--- src/rtl/rr_mux_arbiter4_if.sv ---
// Requester/resource-side signal bundle of the four-way round-robin arbiter.
// The master modport is the arbiter; the slave modport is the requester/resource side.
interface rr_mux_arbiter4_if #(
   parameter int unsigned CNT_W = 8
);
   logic [3:0]       req;
   logic             ack;
   logic [3:0]       gnt;
   logic [1:0]       sel;
   logic             valid;
   logic             timeout_err;
   logic [CNT_W-1:0] hold_cnt;

   modport master (
      input  req,
      input  ack,
      output gnt,
      output sel,
      output valid,
      output timeout_err,
      output hold_cnt
   );

   modport slave (
      output req,
      output ack,
      input  gnt,
      input  sel,
      input  valid,
      input  timeout_err,
      input  hold_cnt
   );
endinterface

--- src/rtl/rr_mux_arbiter4.sv ---
// Round-robin arbiter granting one shared 32-bit port to four requesters.
// It also drives the 2-bit select of the data mux in front of that port.
module rr_mux_arbiter4 #(
   parameter int unsigned TIMEOUT = 16,
   parameter int unsigned CNT_W   = 8
) (
   input logic                clk,
   input logic                rst,
   rr_mux_arbiter4_if.master  arb_io
);

   localparam logic             TO_EN   = (TIMEOUT != 0);
   localparam logic [CNT_W-1:0] TO_LAST = CNT_W'((TIMEOUT == 0) ? 0 : TIMEOUT - 1);

   typedef enum logic [0:0] {
      IDLE = 1'b0,
      BUSY = 1'b1
   } state_e;

   typedef struct packed {
      logic       found;
      logic [1:0] idx;
   } pick_t;

   state_e           state_q, state_d;
   logic [3:0]       gnt_q, gnt_d;
   logic [1:0]       sel_q, sel_d;
   logic             valid_q, valid_d;
   logic             terr_q, terr_d;
   logic [CNT_W-1:0] hold_q, hold_d;
   logic [1:0]       ptr_q, ptr_d;

   logic             owner_req;
   logic             tmo_hit;
   logic             end_grant;
   logic [3:0]       excl_mask;
   pick_t            win;

   // First requester at or after start, wrapping mod 4.
   function automatic pick_t pick(input logic [3:0] r, input logic [1:0] start);
      pick_t      res;
      logic [1:0] idx;
      res = '0;
      for (int k = 0; k < 4; k++) begin
         idx = start + 2'(k);
         if (!res.found && r[idx]) begin
            res.found = 1'b1;
            res.idx   = idx;
         end
      end
      return res;
   endfunction

   assign owner_req = arb_io.req[sel_q];
   assign tmo_hit   = TO_EN && (hold_q == TO_LAST);
   assign end_grant = arb_io.ack | ~owner_req | tmo_hit;
   // The ending owner sits out the handoff scan for this edge only.
   assign excl_mask = (state_q == BUSY) ? (4'b0001 << sel_q) : 4'b0000;
   assign win       = pick(arb_io.req & ~excl_mask, ptr_q);

   always_comb begin
      state_d = state_q;
      gnt_d   = gnt_q;
      sel_d   = sel_q;
      valid_d = valid_q;
      terr_d  = 1'b0;
      hold_d  = hold_q;
      ptr_d   = ptr_q;

      case (state_q)
         IDLE: begin
            if (win.found) begin
               state_d = BUSY;
               gnt_d   = 4'b0001 << win.idx;
               sel_d   = win.idx;
               valid_d = 1'b1;
               hold_d  = '0;
               ptr_d   = win.idx + 2'd1;
            end
         end
         BUSY: begin
            if (end_grant) begin
               // Only a grant that neither completed nor was withdrawn counts as revoked.
               terr_d = ~arb_io.ack & owner_req & tmo_hit;
               if (win.found) begin
                  gnt_d   = 4'b0001 << win.idx;
                  sel_d   = win.idx;
                  valid_d = 1'b1;
                  hold_d  = '0;
                  ptr_d   = win.idx + 2'd1;
               end else begin
                  state_d = IDLE;
                  gnt_d   = '0;
                  valid_d = 1'b0;
                  hold_d  = '0;
               end
            end else if (hold_q != '1) begin
               hold_d = hold_q + 1'b1;
            end
         end
         default: begin
            state_d = IDLE;
            gnt_d   = '0;
            valid_d = 1'b0;
            hold_d  = '0;
         end
      endcase
   end

   always_ff @(posedge clk) begin
      if (rst) begin
         state_q <= IDLE;
         gnt_q   <= '0;
         sel_q   <= '0;
         valid_q <= 1'b0;
         terr_q  <= 1'b0;
         hold_q  <= '0;
         ptr_q   <= '0;
      end else begin
         state_q <= state_d;
         gnt_q   <= gnt_d;
         sel_q   <= sel_d;
         valid_q <= valid_d;
         terr_q  <= terr_d;
         hold_q  <= hold_d;
         ptr_q   <= ptr_d;
      end
   end

   assign arb_io.gnt         = gnt_q;
   assign arb_io.sel         = sel_q;
   assign arb_io.valid       = valid_q;
   assign arb_io.timeout_err = terr_q;
   assign arb_io.hold_cnt    = hold_q;

endmodule

--- src/flat_wrapper.sv ---
// flat-port wrapper written by rule: the top's interface ports become plain ports
module rr_mux_arbiter4_flat 
#(
   parameter int unsigned TIMEOUT = 16,
   parameter int unsigned CNT_W   = 8
)
  (clk, rst, arb_io_req, arb_io_ack, arb_io_gnt, arb_io_sel, arb_io_valid, arb_io_timeout_err, arb_io_hold_cnt);
  rr_mux_arbiter4_if #(.CNT_W(CNT_W)) arb_io_i ();
  input logic clk;
  input logic rst;
  input wire logic [$bits(arb_io_i.req)-1:0] arb_io_req;
  input wire logic [$bits(arb_io_i.ack)-1:0] arb_io_ack;
  output wire logic [$bits(arb_io_i.gnt)-1:0] arb_io_gnt;
  output wire logic [$bits(arb_io_i.sel)-1:0] arb_io_sel;
  output wire logic [$bits(arb_io_i.valid)-1:0] arb_io_valid;
  output wire logic [$bits(arb_io_i.timeout_err)-1:0] arb_io_timeout_err;
  output wire logic [$bits(arb_io_i.hold_cnt)-1:0] arb_io_hold_cnt;
  assign arb_io_i.req = arb_io_req;
  assign arb_io_i.ack = arb_io_ack;
  assign arb_io_gnt = arb_io_i.gnt;
  assign arb_io_sel = arb_io_i.sel;
  assign arb_io_valid = arb_io_i.valid;
  assign arb_io_timeout_err = arb_io_i.timeout_err;
  assign arb_io_hold_cnt = arb_io_i.hold_cnt;
  rr_mux_arbiter4 #(.TIMEOUT(TIMEOUT), .CNT_W(CNT_W)) u_core (.clk(clk), .rst(rst), .arb_io(arb_io_i));
endmodule
--- config.mk ---
export PLATFORM = sky130hd
export DESIGN_NAME = rr_mux_arbiter4_flat
export DESIGN_NICKNAME = d
export VERILOG_FILES = /design/src/rtl/rr_mux_arbiter4_if.sv /design/src/rtl/rr_mux_arbiter4.sv /design/src/flat_wrapper.sv
export SDC_FILE = /design/constraint.sdc
export NUM_CORES = 1
export LEC_CHECK = 0
export CORE_MARGIN = 5
export CORE_UTILIZATION = 65
export DETAILED_ROUTE_END_ITERATION = 8
export DONT_BUFFER_PORTS = 1
export PLACE_DENSITY = 0.88
export SYNTH_ARGS = -nofsm -noshare
export SYNTH_HDL_FRONTEND = slang
export SYNTH_SLANG_ARGS = --single-unit
--- constraint.sdc ---
create_clock -name clk -period 5.8 [get_ports clk]
set_input_delay 1.16 -clock clk [delete_from_list [all_inputs] [get_ports clk]]
set_output_delay 1.16 -clock clk [all_outputs]
set_load 0.02 [all_outputs]
Yosys cells after proc, flatten, opt, wreduce, memory -nomap -nowiden
Cells that the tools add are included.
- add/sub/neg operators: 5
- multipliers: 0
- div/mod/pow operators: 0
- $lt $le $gt $ge: 5
- eq/ne operators: 5
- shift operators: 2
- multiplexer cells: 35
- bitwise gates (word level): 10
- reductions and logical operators: 9
- operator list (kind ; count):
    2-to-1 mux 8 bit ; 3
    2-to-1 mux 4 bit ; 4
    one-hot mux 8 bit (2 select lines) ; 1
    < comparator 2 x 3 -> 1 bit, second input constant ; 5
    2-to-1 mux 3 bit ; 4
    binary-select mux 1 bit (select 2 bit) ; 5
    2-to-1 mux 1 bit ; 9
    adder 8 x 1 -> 8 bit, second input constant ; 1
    == test 8 x 4 -> 1 bit, second input constant ; 1
    2-to-1 mux 2 bit ; 4
    inequality test 8 bit, second input constant ; 1
    one-hot mux 2 bit (2 select lines) ; 2
    one-hot mux 4 bit (2 select lines) ; 1
    << shifter 1 x 2 -> 4 bit, first input constant ; 2
    adder 2 x 1 -> 2 bit, second input constant ; 2
    adder 2 bit, second input constant ; 2
    AND 4 bit ; 1
    inverter 1 bit ; 4
    inverter 4 bit ; 1
    one-hot mux 1 bit (2 select lines) ; 2
    AND reduction 2 bit ; 2
    logical AND 1 bit ; 3
    zero test 1 bit ; 3
    inequality test 3 bit, second input constant ; 1
    other kinds (5) ; 7
- register bits after elaboration: 19
- latch bits: 0
- memory bits (writable): 0
- memory bits (read-only): 0
- output and inout port bits: 16
- word-level logic and storage cells: 78
- memories kept: 0

Depth between registers and ports, before layout
- depth after elaboration: 20
- depth in mapped cells: 9

Least setup slack after synthesis
No wires, ideal clock.
- path type: in2reg
- start point: in arb_io_req[1]
- end point: reg u_core.ptr_q[1]
- setup time: 71 ps
- arrival time: 2503 ps
- required time: 5729 ps
- setup slack: 3226 ps
- cell stages on the path: 7
- path buffers: 0
- path through: a211o_1 a21oi_1 a221o_1 inv_1 ha_1 or3_1 a21oi_1
- RTL lines (what ; line ; text):
    start: declaration ; flat_wrapper.sv:11 ; input wire logic [$bits(arb_io_i.req)-1:0] arb_io_req;
    end signal: assignment ; rr_mux_arbiter4.sv:126 ; ptr_q <= ptr_d;
    end: declaration ; rr_mux_arbiter4.sv:31 ; logic [1:0] ptr_q, ptr_d;

Worst setup path in the final report
- start point: in arb_io_ack
- end point: reg u_core.hold_q[2], in the netlist u_core.arb_io.hold_cnt[2]
- word-level cells in the longest chain between the ends: 4
- RTL lines (what ; line ; text):
    start: declaration ; flat_wrapper.sv:12 ; input wire logic [$bits(arb_io_i.ack)-1:0] arb_io_ack;
    OR 1 bit * (2 in a row) ; rr_mux_arbiter4.sv:56 ; assign end_grant = arb_io.ack | ~owner_req | tmo_hit;
    2-to-1 mux 8 bit / inequality test 3 bit (equally long branches) ; n/a ;
    one-hot mux 8 bit (2 select lines) / AND reduction 2 bit (equally long branches) ; n/a ;
    end signal: assignment ; rr_mux_arbiter4.sv:125 ; hold_q <= hold_d;
    end: declaration ; rr_mux_arbiter4.sv:30 ; logic [CNT_W-1:0] hold_q, hold_d;
Every way passes the cells marked *; elsewhere a longest branch is shown, timed or not.
A chain may end at the register's enable or synchronous reset.

==> summary.txt <==
Routing
  • Met3 wire length: 204 um
  • Metal-1 WL: 1036 um
  • DR top layer: met4
  • Iteration-0 DRC Markers: 16
  • Mean number of vias per cell: 6.965
  • Post-route ant nets: 0
  • Met2 Routed Length: 1154 um
  • Via Count: 989
  • Number of iterations in the first detailed-routing pass: 4
  • Number of remaining DRC errors: 0
  • DR WL/cell: 16.96 um
  • Drt total wl: 2409 um

Timing
  • Clk_skew: 5.822 ps
  • Setup total negative slack: 0 ps
  • Setup violations, final: 0
  • Final min period: 2570 ps
  • Final Hold Vio Count: 0
  • Slew @ Worst Pin: 1023 ps
  • WHS: 541.5 ps
  • RSZ-0062 raised after global routing: no
  • Fin crit share: 44.31%
  • Max-slew violation count: 0
  • Relative slew slack: 31.15%
  • Fmax: 389.1 MHz

Clock network
  • Post_cts resized: 0
  • Clock Tree Buf Depth: 2
  • Clk root buf: clkbuf_4
  • CTS tree: built
  • Worst skew pair latency: 290 ps
  • Post-CTS Hold Fix Bufs: 0
  • Postcts setup bufs: 0
  • Num CTS Buffers: 3
  • H-tree depth: 1
  • Sink Count: 19
  • Clock Pin Slew Worst Setup and Hold Paths: 110 ps

Pwr
  • Pwr Total: 0.3195 mW
  • Worst vdd ir: 0.3043 mV
  • PD cells: 282.8 nW/um^2
  • Leakage: 0.4227 nW

Floorplan
  • Die Span X: 51.62 um
  • DIE AREA: 2665 um^2
  • Die Y: 51.62 um
  • CORE AREA: 1689 um^2
  • Rows: 15
  • Initial core utilization: 66.67%
  • I/O pin count: 23

Setup path
  • CP arrival: 2780 ps
  • Critical Path Start: arb_io_ack
  • Reg-to-reg endpoint: u_core.ptr_q[1]$_SDFFE_PP0P_
  • Worst Path Required: 6010 ps
  • Worst reg-to-reg path cell count: 8
  • CP endpoint: u_core.arb_io.hold_cnt[2]$_SDFFE_PP0P_
  • Crit path kind: input port to register
  • Critical Path Start Type: input port
  • Crit Path Max Fanout: 11
  • R2R setup slack: 3350 ps
  • Reg2reg start: u_core.arb_io.sel[0]$_SDFFE_PP0P_
  • Crit path capture type: register

Synthesis
  • Mapped Nets: 140
  • Synth cell types: 47
  • Post-synthesis average cell area: 8.798 um^2
  • Ys flop type: dfxtp_1
  • Post-synthesis mux area share: 1.778%
  • Simple-Gate Fraction of Synth Area: 25.56%
  • Mapped cell area: 1126 um^2
  • Adder-cell share of the synthesized area: 5.556%
  • Post-synth EDFFs: 0
  • Yosys warns: 0
  • Async SR Flop Fraction: 0%
  • Mapped Cells: 128
  • Synth Area in XOR/XNOR: 0%
  • Main combinational cell family by area after synthesis: compound AO/OA/AOI/OAI gates
  • Yosys reg bits: 19
  • Post-synthesis compound-gate area fraction: 28.00%
  • Sequential cell area fraction in the yosys report: 33.78%

Placement
  • HPWL after DPL: 1813 um
  • Port bufs: 0
  • Placement Cell Area: 1102 um^2
  • Gpl congestion: 0.8198

Final layout
  • Final nets: 138
  • Layout cell share with drive strength beyond 1: 9.600%
  • Area Overhead vs Synth: 0.3330%
  • Fin area: 1130 um^2
  • Post-layout util: 66.89%
  • Antenna Cells: 0

Global routing
  • Vias in the first global route: 940
  • Antenna violations before repair: 0
  • Largest net degree at the start of global routing: 14
  • Tot GR Track Use: 19.31%
  • Total global routing overflow: 0
  • Global-route wire length before repair: 4071 um

Run
  • Max-cap violation count: 0

Run status
  • Status: completed

Min path
  • Hold Crit Class: register to register
-- synthesized netlist by cell type (2+ instances only) --
cell      number  area (um^2)
ha_1           5        62.56
inv_1          4        15.01
o21a_1         2        15.01
mux2i_1        2        20.02
nand3b_1       3        22.52
or3b_1         2        17.52
o21ai_0        6        30.03
nand2b_1       3        18.77
a21boi_1       2        15.01
nor4_1         2        12.51
a211oi_1       2        15.01
and3_1         3        18.77
clkbuf_1       3        11.26
nand2_1       11        41.29
or2_1          2        12.51
a22o_1         5        43.79
or3_1          2        12.51
buf_4          3        22.52
dfxtp_1       19        380.4
nand3_1        8        40.04
or4_1          3        22.52
a21oi_1        8        40.04
nor2_1         4        15.01
-- final cells by class --
type	instances	area, um^2
Multi-Input combinational cell	98	685.7
Fill cell	144	559.3
Sequential cell	19	380.4
Clock buffer	3	22.52
Tap cell	17	21.27
Inverter	4	15.01
Clock inverter	1	5.005
-- sequential cells by signal (all words and copies together) (netlist names) --
name,cells
u_core.arb_io.hold_cnt,8
u_core.arb_io.gnt,4
u_core.arb_io.sel,2
u_core.ptr_q,2
u_core.arb_io.timeout_err,1
u_core.arb_io.valid,1
u_core.state_q,1
-- worst max-delay path: stages --
cell	delay (ps)
or3b_1	330
o32a_2	230
nor2_1	570
o21ai_0	200
a211oi_1	290
-- cell families (layout without fill, tap and decap cells) --
| group | after synthesis | after routing |
|---|---|---|
| AO/OA/AOI/OAI | 41 | 41 |
| adder cells (fa/ha/maj) | 5 | 5 |
| buffers and inverters | 11 | 8 |
| flip-flops | 19 | 19 |
| multiplexers | 2 | 2 |
| AND/OR/NAND/NOR | 50 | 50 |
-- stage by stage --
step	setup slack (ps)	cells
after floorplan	3226	128
after global placement	3078	138
after detailed placement	2961	138
after CTS	3268	142
after global routing	3130	142
final	3230	142
-- cell usage in the layout (no fill, tap or decap), types with 4 or more instances in the layout --
cell type,n
ha_1,5
a21oi_1,8
o21ai_0,6
nor2_1,4
inv_1,4
a22o_1,5
nand2_1,11
dfxtp_1,19
nand3_1,8
-- routing by layer --
layer	GRT usage, %	vias up
met4	5.677	0
met3	5.444	2
met5	0	-
met1	23.89	463
met2	32.42	44
li1	-	480
-- power breakdown --
part           switching [mW]  internal [mW]  leakage (nW)  total (mW)
clock network          0.0402         0.0256        0.0177      0.0658
logic                  0.0403         0.0383         0.250      0.0786
registers              0.0301          0.145         0.155       0.175
-- worst min-delay path by stage --
stage,start,to,slack [ps],depth (start not counted)
after floorplan,u_core.ptr_q[1]$_SDFFE_PP0P_,u_core.ptr_q[1]$_SDFFE_PP0P_,490,2
after global placement,u_core.ptr_q[1]$_SDFFE_PP0P_,u_core.ptr_q[1]$_SDFFE_PP0P_,500,2
after CTS,u_core.ptr_q[1]$_SDFFE_PP0P_,u_core.ptr_q[1]$_SDFFE_PP0P_,540,2
after global routing,u_core.ptr_q[1]$_SDFFE_PP0P_,u_core.ptr_q[1]$_SDFFE_PP0P_,560,2
after detailed placement,u_core.ptr_q[1]$_SDFFE_PP0P_,u_core.ptr_q[1]$_SDFFE_PP0P_,520,2
final,u_core.ptr_q[1]$_SDFFE_PP0P_,u_core.ptr_q[1]$_SDFFE_PP0P_,540,2
(Power assumes the default switching activity.)
